==> src/rtl/norm_pkg.sv <==
// Shared definitions for the normalization shifter: default widths, FSM states
// and the fixed number of shift steps per operation.
package norm_pkg;

    localparam int W_DEF  = 55;
    localparam int SW_DEF = 6;
    localparam int EW_DEF = 11;
    localparam int STEPS  = SW_DEF;

    typedef enum logic [1:0] {
        IDLE  = 2'd0,
        SHIFT = 2'd1,
        DONE  = 2'd2
    } state_t;

endpackage

==> src/rtl/norm_shift_step.sv <==
// One conditional left shift by 2^k with zero fill; reused for every step of
// the iterative normalization.
module norm_shift_step
    import norm_pkg::*;
#(
    parameter int W  = W_DEF,
    parameter int KW = 3
) (
    input  logic [W-1:0]  din,
    input  logic [KW-1:0] k,
    input  logic          en,
    output logic [W-1:0]  dout
);

    logic [31:0] amt;

    assign amt  = 32'd1 << k;
    assign dout = en ? (din << amt) : din;

endmodule

==> src/rtl/norm_shift_unit.sv <==
// Iterative left-normalization shifter: shifts the significand by S one binary
// step per cycle (32,16,...,1) and returns exp - S saturated at zero.
// Optional build macro NORM_RANGE_CHECK_EN flags counts above W-1 via err_o.
module norm_shift_unit
    import norm_pkg::*;
#(
    parameter int W  = W_DEF,
    parameter int SW = SW_DEF,
    parameter int EW = EW_DEF
) (
    input  logic          clk,
    input  logic          rst_n,
    input  logic          valid_i,
    output logic          ready_o,
    input  logic [SW-1:0] shift_i,
    input  logic [W-1:0]  data_i,
    input  logic [EW-1:0] exp_i,
    output logic          valid_o,
    input  logic          ack_i,
    output logic [W-1:0]  data_o,
    output logic [EW-1:0] exp_o,
    output logic          unf_o,
    output logic          err_o
);

    localparam int KBITS = (SW > 1) ? $clog2(SW) : 1;

    function automatic logic [EW-1:0] sat_exp(input logic signed [EW:0] d);
        return d[EW] ? '0 : d[EW-1:0];
    endfunction

    state_t             state_q, state_d;
    logic [KBITS-1:0]   k_q;
    logic               cap;
    logic               last_step;

    logic [W-1:0]       data_p0;
    logic [SW-1:0]      s_p0;
    logic [EW-1:0]      exp_p0;
    logic               unf_p0;
    logic [W-1:0]       step_out;

    logic signed [EW:0] diff_c;

    logic [W-1:0]       res_data_c;
    logic [EW-1:0]      res_exp_c;
    logic               res_unf_c;
    logic               res_err_c;

    assign cap       = (state_q == IDLE) && valid_i;
    assign last_step = (state_q == SHIFT) && (k_q == '0);
    assign ready_o   = (state_q == IDLE);
    assign valid_o   = (state_q == DONE);

    assign diff_c = $signed({1'b0, exp_i}) - $signed({{(EW + 1 - SW){1'b0}}, shift_i});

    always_comb begin
        state_d = state_q;
        case (state_q)
            IDLE:    if (valid_i) state_d = SHIFT;
            SHIFT:   if (k_q == '0) state_d = DONE;
            DONE:    if (ack_i) state_d = IDLE;
            default: state_d = IDLE;
        endcase
    end

    always_ff @(posedge clk or negedge rst_n) begin
        if (!rst_n) begin
            state_q <= IDLE;
            k_q     <= '0;
        end else begin
            state_q <= state_d;
            if (cap)
                k_q <= KBITS'(SW - 1);
            else if (state_q == SHIFT)
                k_q <= k_q - KBITS'(1);
        end
    end

    // stage p0: operands captured, exponent resolved; working word shifts in place
    always_ff @(posedge clk) begin
        if (cap) begin
            data_p0 <= data_i;
            s_p0    <= shift_i;
            exp_p0  <= sat_exp(diff_c);
            unf_p0  <= diff_c[EW];
        end else if (state_q == SHIFT) begin
            data_p0 <= step_out;
        end
    end

    norm_shift_step #(
        .W  (W),
        .KW (KBITS)
    ) u_step (
        .din  (data_p0),
        .k    (k_q),
        .en   (s_p0[k_q]),
        .dout (step_out)
    );

`ifdef NORM_RANGE_CHECK_EN
    logic          range_p0;
    logic [EW-1:0] exp_in_p0;

    always_ff @(posedge clk) begin
        if (cap) begin
            range_p0  <= (shift_i > SW'(W - 1));
            exp_in_p0 <= exp_i;
        end
    end

    // an out-of-range count still runs all steps so the latency stays fixed
    assign res_data_c = range_p0 ? '0 : step_out;
    assign res_exp_c  = range_p0 ? exp_in_p0 : exp_p0;
    assign res_unf_c  = range_p0 ? 1'b0 : unf_p0;
    assign res_err_c  = range_p0;
`else
    assign res_data_c = step_out;
    assign res_exp_c  = exp_p0;
    assign res_unf_c  = unf_p0;
    assign res_err_c  = 1'b0;
`endif

    // stage p1: result registers, loaded on the final step and held through DONE
    always_ff @(posedge clk or negedge rst_n) begin
        if (!rst_n) begin
            data_o <= '0;
            exp_o  <= '0;
            unf_o  <= 1'b0;
            err_o  <= 1'b0;
        end else if (last_step) begin
            data_o <= res_data_c;
            exp_o  <= res_exp_c;
            unf_o  <= res_unf_c;
            err_o  <= res_err_c;
        end
    end

endmodule

==> config.mk <==
export PLATFORM = sky130hd
export DESIGN_NAME = norm_shift_unit
export DESIGN_NICKNAME = d
export VERILOG_FILES = /design/src/rtl/norm_pkg.sv /design/src/rtl/norm_shift_step.sv /design/src/rtl/norm_shift_unit.sv
export SDC_FILE = /design/constraint.sdc
export NUM_CORES = 1
export LEC_CHECK = 0
export ABC_AREA = 1
export BUFFER_PORTS_ARGS = -buffer_cell sky130_fd_sc_hd__buf_2
export CAP_MARGIN = 40
export CORE_UTILIZATION = 25
export DETAILED_ROUTE_END_ITERATION = 10
export GPL_ROUTABILITY_DRIVEN = 0
export PLACE_DENSITY = 0.38
export SYNTH_ARGS = -nofsm -noshare
export SYNTH_HDL_FRONTEND = slang
export SYNTH_HIERARCHICAL = 1
export SYNTH_SLANG_ARGS = --single-unit
==> constraint.sdc <==
create_clock -name clk -period 3.2 [get_ports clk]
set_input_delay 0.64 -clock clk [delete_from_list [all_inputs] [get_ports clk]]
set_output_delay 0.64 -clock clk [all_outputs]
set_load 0.005 [all_outputs]
==> metrics.md <==
| Metric | Value |
|---|---|
| Post-placement cell count | `roughly 2,200` |
| Initial DRC Count | `between 900 and 1,000` |
| Period minus WS final | `between 2 and 3 ns` |
| Fillers | `4,704` |
| Async S/R FF share, synth | `49.66%` |
| Post-synth EDFFs | `73` |
| WL final | `~44,000 um` |
| Peak supply drop | `524.4 uV` |
| Slew HR | `46.29%` |
| Setup bufs post-CTS | `0` |
| Finished Cell Area | `between 10,000 and 15,000 sq um` |
| Clock Path Buffers | `2` |
| Most common cell in the netlist | `nand2_1` |
| Seq cells post-synth | `around 150` |
| Register area share after synthesis | `between 30% and 40%` |
| Post-synth cell types | `between 50 and 60` |
| Total grt overflow | `0` |
| Clk network pwr share | `11.6%` |
| Root Driver | `clkbuf_16` |
| Routed WL per cell | `about 20 um` |
| Pre-antenna DRT Iters | `5` |
| Synth top cells by count | `nand2_1 (518), nand3_1 (234), inv_1 (121)` |
| P_leak | `about 6 nW` |
| Nets | `about 1,700` |
| Most frequent CP cell | `o21ai_0` |
| Final period utilization | `around nine tenths` |
| Max cap viols | `0` |
| CTS Buf Count | `17` |
| Int Power | `slightly below 0.008 W` |
| I/O pin count | `146` |
| Slowest CP cell | `dfrtp_1` |
| # rows | `75` |
| Area share of the largest cell type after synthesis | `approximately a fifth` |
| Setup tns final | `0 ns` |
| Clock Latency Late Sink | `roughly 0.45 ns` |
| Max-slew violations | `0` |
| Reg area | `between 3000 and 4000 sq um` |
| Die X | `between 200 and 250 um` |
| Worst-path clk slew | `0.06 ns` |
| Buffers added on ports | `approximately 140` |
| Worst setup margin | `0.2889 ns` |
| Mapped cell area | `between 10,000 and 15,000 sq um` |
| Crit path largest cell delay | `around 0.7 ns` |
| Vias in the first global route | `10,770` |
| Share of layout cells above drive strength 1 | `between 20% and 30%` |
| Synthesis Warnings | `6` |
| Combinational power share | `roughly two thirds` |
| WHS | `between 0.2 and 0.25 ns` |
| Post-Syn Nets | `approximately 1,600` |
| GRT Util Overall | `between 20% and 30%` |
| Area of the multi-input gates | `5746 sq um` |
| Critical path arrival | `between 3 and 4 ns` |
| Synth-to-Final Area Change | `17.75%` |
| Total number of vias | `10,890` |
| DR vias/cell | `4.903` |
| Largest net degree at the start of global routing | `slightly below 80` |
| Dominant cell type by area after synthesis | `edfxtp_1` |
| Crit path max fanout | `29` |
| Ys flop type | `edfxtp_1` |
| DRC violations left | `0` |
| Place WS | `around 0.15 ns` |
| Final Non-Filler Cells | `roughly 2,200` |
| CTS resizes | `0` |
| Initial antenna violation count | `1` |
| Worst r2r src | `k_q[2]` |
| CTS tree | `built` |
| Setup Skew | `~0.013 ns` |
| Sw Share | `a little over half` |
| H-tree Lvls | `4` |
| Worst R2R End | `data_p0[10]` |
| Status | `finished clean` |
| Initial Utilization | `25.60%` |
| CP Capture Type | `register` |
| Unrepaired setup endpoints after global routing | `no` |
| P per Cell Area | `around 1300 nW/um^2` |
| Nature of the critical path startpoint | `register` |
| Final antenna-violating net count | `0` |
| Global-route wire length before repair | `66,740 um` |
| Top cells by area, synth | `edfxtp_1 (20%), nand2_1 (18%), dfrtp_1 (17%)` |
| Syn Inst Count | `approximately 1,500` |
| Avg Inst Size Synth | `7.162 sq um` |
| Post-DP Area | `approximately 12,000 sq um` |
| FF-to-FF setup slack | `between 0.2 and 0.3 ns` |
| F_max | `0.3435 GHz` |
| Core outline area | `between 40,000 and 50,000 sq um` |
| Critical Path RT | `roughly 3.5 ns` |
| Area of the die | `about 44,000 sq um` |
| Hold Crit Class | `in -> async` |
| R2R cell count | `10` |
| Hold Vio Cnt, Final | `0` |
| WS Path Type | `reg -> reg` |
| Final setup violation count | `0` |
| Die H | `~210 um` |
| Clock sinks | `approximately 150` |
| DP Wirelength | `33,130 um` |
| Worst-margin pin slew | `0.8003 ns` |
| Psw | `0.009158 W` |
| Reg power frac | `a little under a quarter` |
| Worst-path cell chain | `inv_6, nand2_2, buf_4, o211ai_2, o21a_1, o21ai_1, nand2_1, o21ai_0, inv_1, o21ai_0` |
| Hold_buf cts | `0` |
-- area by class of cell --
class	instances	share of cell area, %
Inverter	136	4.060
Tap cell	577	5.659
Clock inverter	11	0.8042
Clock buffer	21	3.609
Multi-Input combinational cell	1139	45.03
Antenna cell	1	0.01961
Timing Repair Buffer	191	9.513
Sequential cell	145	31.30
-- logic make-up (layout without fill, tap and decap cells) --
kind of cell               after synthesis  count (layout)  synth area share (%)
other                                    1               2               0.03461
DFF                                    145             145                 36.86
adders and majority gates                9               9                 1.109
and+or+nand+nor                        915             915                 39.03
buffers and inverters                  229             359                 10.25
AOI/OAI and AO/OA                      199             199                 10.81
muxes                                   12              12                 1.663
xor gates and xnor gates                 3               3                0.2425
-- per-stage QoR --
| stage | total power (W) | util (%) |
|---|---|---|
| 2_1_floorplan | 0.01089 | - |
| 3_3_place_gp | 0.01495 | 28.73 |
| 3_5_place_dp | 0.01489 | 28.73 |
| 4_1_cts | 0.01694 | 30.06 |
| 5_1_grt | 0.01835 | 30.14 |
| 6_report | 0.01692 | 30.15 |
-- how the worst max path moves through the flow --
stage / endpoint / cells after the start / from / slack (ns)
final: data_p0[10] / 10 / k_q[2] / 0.29
after global routing: data_p0[52] / 17 / k_q[0] / 0.09
after CTS: data_p0[15] / 12 / k_q[2] / 0.14
after detailed placement: data_p0[15] / 12 / k_q[2] / 0.15
after global placement: data_p0[15] / 12 / k_q[2] / 0.18
after floorplan: data_p0[23] / 11 / k_q[1] / 0.50
-- placed cells by master (no fill, tap or decap), types with 37 or more instances in the layout --
master	Yosys	routed
nand3_1	234	234
o21ai_1	59	59
dfrtp_1	72	72
buf_2	38	143
edfxtp_1	73	73
inv_1	121	121
nand2_2	37	37
o21ai_0	78	78
nor2_1	38	38
nand2_1	518	517
buf_4	19	37
-- per-layer routing --
layer / part of all wire (%) / GRT usage (%) / vias to the layer above
li1: - / - / 5261
met1: 45 / 26.83 / 5242
met2: 47 / 32.83 / 337
met3: 5.3 / 3.561 / 50
met4: 2.7 / 7.173 / 0
met5: 0 / 0 / -
-- critical path: cells and delay by family (launching register included) --
kind	cells	cell delay, ns
AO/OA/AOI/OAI	5	1.20
flip-flops	1	0.70
buffers and inverters	3	0.54
AND/OR/NAND/NOR	2	0.31
-- state kept, by name, indices dropped and copies added, names as in the netlist, 2 cells and up --
name,cells
data_o,55
data_p0,55
exp_o,11
exp_p0,11
k_q,3
s_p0,6
state_q,2
-- power by group through the flow --
stage	Combinational, W	Clock (W)	Sequential [W]
after floorplan	0.00724	0	0.00366
after global placement	0.0111	0	0.00389
after detailed placement	0.0110	0	0.00389
after CTS	0.0110	0.00203	0.00387
after global routing	0.0123	0.00211	0.00396
final	0.0111	0.00197	0.00385
(Power assumes the default switching activity.)
